`src/rtl/pid_seq_pkg.sv`:
```
// Shared encodings for the PID slot sequencer: arithmetic step indices,
// coefficient select codes and the default coefficient width.
package pid_seq_pkg;

    localparam int CW_DEF = 6;

    typedef enum logic [2:0] {
        STEP_LATCH = 3'd0,
        STEP_ERR   = 3'd1,
        STEP_P     = 3'd2,
        STEP_I     = 3'd3,
        STEP_D     = 3'd4,
        STEP_SUM   = 3'd5,
        STEP_SAT   = 3'd6,
        STEP_OUT   = 3'd7
    } step_e;

    typedef enum logic [1:0] {
        SEL_KP  = 2'd0,
        SEL_KI  = 2'd1,
        SEL_KD  = 2'd2,
        SEL_RSV = 2'd3
    } coef_sel_e;

endpackage

```
`src/rtl/pid_coef_bank.sv`:
```
// Per-channel coefficient file: staging written by the CPU, active copied on commit.
// Latency: write/commit take effect on the next cycle; read mux is combinational; no backpressure.
// Flow control: none, every write is accepted in the cycle it is presented.
module pid_coef_bank
    import pid_seq_pkg::*;
#(
    parameter int aw = 1,
    parameter int cw = CW_DEF
) (
    input  logic                 clk_pid,
    input  logic                 reset,
    input  logic                 i_wr,
    input  logic [aw-1:0]        i_wr_ch,
    input  logic [1:0]           i_wr_sel,
    input  logic signed [cw-1:0] i_wr_data,
    input  logic                 i_commit,
    input  logic [aw-1:0]        i_a,
    output logic signed [cw-1:0] o_kp,
    output logic signed [cw-1:0] o_ki,
    output logic signed [cw-1:0] o_kd
);

    localparam int AN = 1 << aw;

    logic signed [cw-1:0] r_stg_kp [AN];
    logic signed [cw-1:0] r_stg_ki [AN];
    logic signed [cw-1:0] r_stg_kd [AN];
    logic signed [cw-1:0] r_act_kp [AN];
    logic signed [cw-1:0] r_act_ki [AN];
    logic signed [cw-1:0] r_act_kd [AN];

    // Commit reads staging before this edge's write lands, so a same-edge
    // write is deferred to the following frame.
    always_ff @(posedge clk_pid) begin
        if (!reset) begin
            for (int i = 0; i < AN; i++) begin
                r_stg_kp[i] <= '0;
                r_stg_ki[i] <= '0;
                r_stg_kd[i] <= '0;
                r_act_kp[i] <= '0;
                r_act_ki[i] <= '0;
                r_act_kd[i] <= '0;
            end
        end else begin
            if (i_commit) begin
                r_act_kp[i_a] <= r_stg_kp[i_a];
                r_act_ki[i_a] <= r_stg_ki[i_a];
                r_act_kd[i_a] <= r_stg_kd[i_a];
            end
            if (i_wr) begin
                case (coef_sel_e'(i_wr_sel))
                    SEL_KP:  r_stg_kp[i_wr_ch] <= i_wr_data;
                    SEL_KI:  r_stg_ki[i_wr_ch] <= i_wr_data;
                    SEL_KD:  r_stg_kd[i_wr_ch] <= i_wr_data;
                    default: ;
                endcase
            end
        end
    end

    assign o_kp = r_act_kp[i_a];
    assign o_ki = r_act_ki[i_a];
    assign o_kd = r_act_kd[i_a];

endmodule

```
`src/rtl/pid_sequencer.sv`:
```
// Slot timing, coefficient ownership and clear requests for a time-multiplexed PID datapath.
// Latency: all strobes decoded combinationally from the frame counter; wr_ack one cycle after wr.
// Flow control: none; frame-complete irq is built only when PID_SEQ_IRQ_EN is defined.
module pid_sequencer
    import pid_seq_pkg::*;
#(
    parameter int psc = 12,
    parameter int aw  = 1,
    parameter int cw  = CW_DEF,
    localparam int an = 1 << aw
) (
    input  logic                 clk_pid,
    input  logic                 reset,
    input  logic [an-1:0]        enable,
    input  logic                 wr,
    input  logic [aw-1:0]        wr_ch,
    input  logic [1:0]           wr_sel,
    input  logic signed [cw-1:0] wr_data,
    output logic                 wr_ack,
    input  logic [an-1:0]        clr_req,
    output logic [aw-1:0]        a,
    output logic [2:0]           step,
    output logic                 calc,
    output logic                 clr,
    output logic                 ce,
    output logic signed [cw-1:0] KP,
    output logic signed [cw-1:0] KI,
    output logic signed [cw-1:0] KD,
    output logic                 irq,
    input  logic                 irq_ack
);

    localparam int CNTW = psc + 3;
    localparam int OW   = psc - aw;
    localparam logic [OW-1:0] CALC_OFS = {1'b1, {(OW-1){1'b0}}};

    logic [CNTW-1:0] r_cnt;
    logic [an-1:0]   r_pend;
    logic            r_wr_ack;
    logic [OW-1:0]   w_ofs;
    logic            w_commit;
    logic [an-1:0]   w_pend_clr;

    assign step  = r_cnt[CNTW-1:psc];
    assign a     = r_cnt[psc-1:OW];
    assign w_ofs = r_cnt[OW-1:0];

    // ce marks slot start; calc sits mid-slot so m_k has settled half a slot.
    assign ce       = (w_ofs == '0);
    assign calc     = (w_ofs == CALC_OFS) && enable[a];
    assign w_commit = calc && (step == STEP_LATCH);
    assign clr      = w_commit && r_pend[a];

    assign w_pend_clr = clr ? (an'(1) << a) : '0;
    assign wr_ack     = r_wr_ack;

    always_ff @(posedge clk_pid) begin
        if (!reset) begin
            r_cnt    <= '0;
            r_pend   <= '0;
            r_wr_ack <= 1'b0;
        end else begin
            r_cnt    <= r_cnt + 1'b1;
            r_pend   <= (r_pend & ~w_pend_clr) | clr_req;
            r_wr_ack <= wr;
        end
    end

    pid_coef_bank #(
        .aw (aw),
        .cw (cw)
    ) u_coef_bank (
        .clk_pid   (clk_pid),
        .reset     (reset),
        .i_wr      (wr),
        .i_wr_ch   (wr_ch),
        .i_wr_sel  (wr_sel),
        .i_wr_data (wr_data),
        .i_commit  (w_commit),
        .i_a       (a),
        .o_kp      (KP),
        .o_ki      (KI),
        .o_kd      (KD)
    );

`ifdef PID_SEQ_IRQ_EN
    logic r_irq;

    // A wrap on the same edge as an ack wins, so no frame completion is lost.
    always_ff @(posedge clk_pid) begin
        if (!reset) begin
            r_irq <= 1'b0;
        end else if (&r_cnt) begin
            r_irq <= 1'b1;
        end else if (irq_ack) begin
            r_irq <= 1'b0;
        end
    end

    assign irq = r_irq;
`else
    assign irq = 1'b0 & irq_ack;
`endif

endmodule

```
`config.mk`:
```
export PLATFORM = sky130hd
export DESIGN_NAME = pid_sequencer
export DESIGN_NICKNAME = d
export VERILOG_FILES = /design/src/rtl/pid_seq_pkg.sv /design/src/rtl/pid_coef_bank.sv /design/src/rtl/pid_sequencer.sv
export SDC_FILE = /design/constraint.sdc
export NUM_CORES = 1
export LEC_CHECK = 0
export BUFFER_PORTS_ARGS = -buffer_cell sky130_fd_sc_hd__buf_2
export CORE_UTILIZATION = 60
export CTS_CLUSTER_SIZE = 16
export DETAILED_ROUTE_END_ITERATION = 6
export PLACE_DENSITY = 0.77
export SLEW_MARGIN = 20
export SYNTH_ARGS = -nofsm -noshare
export SYNTH_HDL_FRONTEND = slang
export SYNTH_SLANG_ARGS = --single-unit
```
`constraint.sdc`:
```
create_clock -name clk_pid -period 7.05 [get_ports clk_pid]
set_input_delay 0.705 -clock clk_pid [delete_from_list [all_inputs] [get_ports clk_pid]]
set_output_delay 0.705 -clock clk_pid [all_outputs]
set_load 0.01 [all_outputs]
```
Yosys cells after proc, flatten, opt, wreduce, memory -nomap -nowiden
Memories as Yosys holds them, arrays and structs flattened. A register that Yosys moved wholly into a read port is not among the register bits.
Cells that the tools add are included.
{"block": "classes", "addsub": 1, "order_cmp": 1, "eq_ne": 3, "shift": 1, "muxes": 45, "bitwise": 3, "n_reduce_logical": 12}
{"op": "2-to-1 mux 1 bit", "n": 38}
{"op": "2-to-1 mux 6 bit", "n": 6}
{"op": "OR reduction 6 bit", "n": 6}
{"op": "adder 15 x 1 -> 15 bit, second input constant", "n": 1}
{"op": "equality test 11 bit, second input constant", "n": 1}
{"op": "zero test 11 bit", "n": 1}
{"op": "logical AND 1 bit", "n": 3}
{"op": "zero test 3 bit", "n": 1}
{"op": "AND 2 bit", "n": 1}
{"op": "equality test 2 x 1 -> 1 bit, second input constant", "n": 1}
{"op": "equality test 2 bit, second input constant", "n": 1}
{"op": "zero test 2 bit", "n": 1}
{"op": "< comparator 1 x 2 -> 1 bit, second input constant", "n": 1}
{"op": "2-to-1 mux 2 bit", "n": 1}
{"op": "inverter 2 bit", "n": 1}
{"op": "bitwise OR 2 bit", "n": 1}
{"op": "<< shifter 1 x 1 -> 2 bit, first input constant", "n": 1}
{"block": "word_totals", "reg_bits": 18, "ram_bits": 72, "in_bits": 17, "output_inout_bits": 27, "n_memories": 6}
{"memory": "u_coef_bank.r_act_kd", "words": 2, "word_bits": 6, "rd": 1, "rd_ports_with_merged_regs": 1, "write_ports": 2, "line_no": "pid_coef_bank.sv:30", "source": "logic signed [cw-1:0] r_act_kd [AN];"}
{"memory": "u_coef_bank.r_act_ki", "words": 2, "word_bits": 6, "rd": 1, "rd_ports_with_merged_regs": 1, "write_ports": 2, "line_no": "pid_coef_bank.sv:29", "source": "logic signed [cw-1:0] r_act_ki [AN];"}
{"memory": "u_coef_bank.r_act_kp", "words": 2, "word_bits": 6, "rd": 1, "rd_ports_with_merged_regs": 1, "write_ports": 2, "line_no": "pid_coef_bank.sv:28", "source": "logic signed [cw-1:0] r_act_kp [AN];"}
{"memory": "u_coef_bank.r_stg_kd", "words": 2, "word_bits": 6, "rd": 1, "rd_ports_with_merged_regs": 1, "write_ports": 2, "line_no": "pid_coef_bank.sv:27", "source": "logic signed [cw-1:0] r_stg_kd [AN];"}
{"memory": "u_coef_bank.r_stg_ki", "words": 2, "word_bits": 6, "rd": 1, "rd_ports_with_merged_regs": 1, "write_ports": 2, "line_no": "pid_coef_bank.sv:26", "source": "logic signed [cw-1:0] r_stg_ki [AN];"}
{"memory": "u_coef_bank.r_stg_kp", "words": 2, "word_bits": 6, "rd": 1, "rd_ports_with_merged_regs": 1, "write_ports": 2, "line_no": "pid_coef_bank.sv:25", "source": "logic signed [cw-1:0] r_stg_kp [AN];"}

Depth between registers and ports, before layout
{"block": "logic_depth", "ltp_word": 9, "mapped_depth": 7, "ltp_nobuf": 5}

By module
A second synthesis with hierarchy kept.
{"block": "unflattened", "cells_unflattened": 314, "area_unflattened_um2": 3897.5}
{"mod": "pid_coef_bank", "n_inst": 1, "cells_each": 204, "area_each_um2": 2960.3, "seq_area_each_um2": 2162.1}
{"mod": "pid_sequencer", "n_inst": 1, "cells_each": 110, "area_each_um2": 937.1, "seq_area_each_um2": 360.3}

Worst setup path after synthesis
Ideal clock, no wire load.
{"block": "synth_timing", "path_type": "in2reg", "startpoint": "in enable[1]", "endpoint": "mem u_coef_bank.r_act_kd[0][0] (netlist bit) (enable)", "arrival_time_ns": 2.441, "path_slack_ns": 4.187, "cell_stages": 3, "path_buffers": 0, "cell_sequence": "mux2_2 -> nand4_1 -> o31ai_1"}
{"element": "from (decl)", "line_no": "pid_sequencer.sv:14", "source": "input logic [an-1:0] enable,"}
{"element": "to (decl)", "line_no": "pid_coef_bank.sv:30"}

Worst setup path after layout
{"block": "layout_timing", "startpoint": "reg r_cnt[11]", "endpoint": "out clr"}
{"block": "layout_between", "elab_chain_cells": 5}
{"element": "from (decl)", "line_no": "pid_sequencer.sv:37", "source": "logic [CNTW-1:0] r_cnt;"}
{"element": "from (signal assigned)", "line_no": "pid_sequencer.sv:63", "source": "r_cnt <= r_cnt + 1'b1;"}
{"element": "2-to-1 mux 1 bit (implied by the code) (2 in series)", "line_no": "pid_sequencer.sv:50", "source": "assign calc = (w_ofs == CALC_OFS) && enable[a];"}
{"element": "logical AND 1 bit", "line_no": "pid_sequencer.sv:50"}
{"element": "logical AND 1 bit", "line_no": "pid_sequencer.sv:51", "source": "assign w_commit = calc && (step == STEP_LATCH);"}
{"element": "logical AND 1 bit *", "line_no": "pid_sequencer.sv:52", "source": "assign clr = w_commit && r_pend[a];"}
{"element": "to (decl)", "line_no": "pid_sequencer.sv:24", "source": "output logic clr,"}
Every way passes the cells marked *; elsewhere a longest branch is shown, timed or not. The select of a mux whose other input is x is not followed.

==> results.tsv <==
stage	metric	value	unit
worst_hold_path	whs_endpoint	r_cnt[0]	
pwr	leakage	1.56	nW
synth	netlist_area	4130	µm²
grt	antenna_found_initial	0	
pwr	ir_drop	150	µV
routing	drc	0	
timing	finalHoldViolCount	0	
synth	synth_ff_type	edfxtp_1	
synth	synth_warnings	0	
synth	synth-seq-area-share	61.5	%
timing	finalSetupViolations	0	
timing	slew_viol_final	0	
cts	numCtsBuffers	9	
placed_design	dpl-instance-area	4360	µm²
placed_design	port_buffers	41	
cts	cts.sinks	91	
timing	clock_skew	14.8	ps
cts	ctsResizeCount	0	
setup_path	worst_r2r_path_depth	4	
timing	min_period_over_period	37.5	%
timing	tightest_slew	875	ps
grt	gr-total-overflow	0	
die	rows	29	
routing	firstDrtPassIters	5	
layout	syn_to_final_growth	10.3	%
setup_path	worstSetupPathType	flop to output port	
routing	viasPerCell	5.94	
cts	cts_hold_buf	0	
cts	cts_tree	yes	
setup_path	worstPathRequired	6340	ps
cts	htreeDepth	3	
die	core	6490	µm²
placed_design	pre_cts_ws	4270	ps
synth	synth.avg_cell_area	12.8	µm²
layout	drive_above_1_share	23.5	%
synth	synth.largest_area_cell	edfxtp_1	
cts	post_cts_buffers	0	
setup_path	path_max_fanout	39	
grt	grtUsageTotal	21.4	%
grt	grt_pass1_wl	11700	µm
setup_path	startpoint_type	flop	
synth	async_flop_share	0	%
die	ios	44	
routing	detail_route.iter0.violations	128	
timing	rsz0062_at_grt	false	
cts	clk_latency	350	ps
die	die_w	85.0	µm
layout	diodes	0	
routing	routed_wl	7270	µm
cts	root_buffer	clkbuf_8	
synth	synth_edf_count	72	
pwr	power_density	225	nW/µm²
worst_hold_path	hp-start	r_cnt[0]	
timing	min_period	2650	ps
placed_design	dp_hpwl	4810	µm
die	die_h	85.0	µm
cts	clk_pin_slew	100	ps
job	maxCapViolCount	0	
pwr	power	1.03	mW
synth	synth.area.top_cells	edfxtp_1 (52%), dfxtp_1 (9.2%), nor4_1 (5.8%)	
die	start_util	63.6	%
synth	syn_inst	324	
cts	clockBufferDepth	2	
placed_design	gp_congestion	0.779	
layout	fin_nets	375	
grt	grt_start_max_net_pins	40	
routing	vias	2601	
routing	drtAntennaViolNets	0	
setup_path	reg2reg_to	u_coef_bank.r_act_ki[0][1]	
routing	avgRoutedWirePerCell	16.6	µm
timing	fin_ws	4400	ps
timing	fmax	378	MHz
layout	stdcell_count	438	
timing	tns	0	ps
die	die-area	7220	µm²
setup_path	rrSetupSlack	5170	ps
placed_design	dp.cells	422	
synth	synth.top_cell.area_share	52.3	%
synth	synth-seq-cells	91	
worst_hold_path	hold_path_class	flop to flop	
grt	first_global_vias	2416	
status	outcome	finished, final reports clean	
synth	syn_nets	343	
setup_path	arrival	1940	ps
setup_path	reg2reg_from	r_cnt[2]	
layout	stdcell_area	4560	µm²
setup_path	endpoint_kind	output port	
synth	synthDistinctLibCells	35	
worst_hold_path	holdPathStages	1	
timing	max_slew_margin	40.9	%
## sequential cells by signal, indices dropped and copies added (netlist names), named ones only
register / flops
r_cnt: 15
r_pend: 2
u_coef_bank.r_act_kd: 12
u_coef_bank.r_act_ki: 12
u_coef_bank.r_act_kp: 12
u_coef_bank.r_stg_kd: 12
u_coef_bank.r_stg_ki: 12
u_coef_bank.r_stg_kp: 12
wr_ack: 1
## worst max-delay path, cell delays in order (launching register included)
cell and delay, ps:
dfxtp_1 530, mux2_2 390, nand2_1 70, buf_4 340, nor3_1 100, buf_2 150
## power breakdown
group / leakage, nW / switching (mW) / internal, mW
logic: 0.609 / 0.0434 / 0.0214
clock network: 0.0979 / 0.187 / 0.166
registers: 0.856 / 0.00765 / 0.601
## cell usage in the layout, fill, tap and decap left out, drive strengths merged, types with 8 or more instances in the layout
cell / count
nor2: 8
mux2: 21
nand2: 10
mux2i: 22
nand2b: 9
nor4: 39
dfxtp: 19
edfxtp: 72
buf: 46
clkbuf: 9
and2: 37
inv: 10
## final cells by class
class                      instances  area, µm²
sequential                        91       2540
clock buffer                       9        124
fill                             466       1940
tap                               77       96.3
inverter                           8       30.0
timing repair buffer              46        243
multi-input combinational        200       1450
clock inverter                     7       76.3
## through the flow
| stage | utilization [%] | hold WS, ps |
|---|---|---|
| floorplan | - | 441 |
| global placement | 67.1 | 461 |
| detailed placement | 67.1 | 478 |
| CTS | 70.2 | 497 |
| global route | 70.2 | 521 |
| finish | 70.2 | 498 |
## metal layers
metal	routed length, µm	share of wire, %	GRT usage [%]	vias up
met3	247	3.4	3.02	10
li1	-	-	-	1285
met4	123	1.7	9.24	0
met1	3580	49	30.4	1247
met5	0	0	0	-
met2	3330	46	33.3	59
## synth_stat cells (3+ instances only)
cell	instances
mux2i_1	22
or4_1	3
inv_1	8
buf_2	6
nor4_1	38
edfxtp_1	72
dfxtp_1	19
nand2_1	10
a21oi_1	5
nand3_1	7
o31ai_1	5
nor2_1	8
nor4b_1	5
nor3_1	5
nand2b_1	9
and2_1	37
mux2_2	21
nand4_1	5
buf_4	4
clkbuf_1	12
## worst max-delay path by stage
stage	from	to	slack (ps)
2_1_floorplan	enable[1]	u_coef_bank.r_act_kd[0][0]	4190
3_3_place_gp	reset	u_coef_bank.r_stg_kp[1][3]	4340
3_5_place_dp	reset	u_coef_bank.r_stg_kp[1][3]	4270
4_1_cts	r_cnt[11]	clr	4410
5_1_grt	r_cnt[11]	clr	4310
6_report	r_cnt[11]	clr	4400
## cells by family (layout without fill, tap and decap cells)
logic type,count (synthesis),in the layout,synth area share (%)
other cells,1,1,0.0907
buf+inv,33,70,3.72
compound gates,16,16,2.69
mux,43,43,11.1
fa+ha+maj,2,2,0.605
flops,91,91,61.5
xor+xnor,3,3,0.636
simple gates,135,135,19.7
Note: power is estimated with default switching activity, not from simulation.
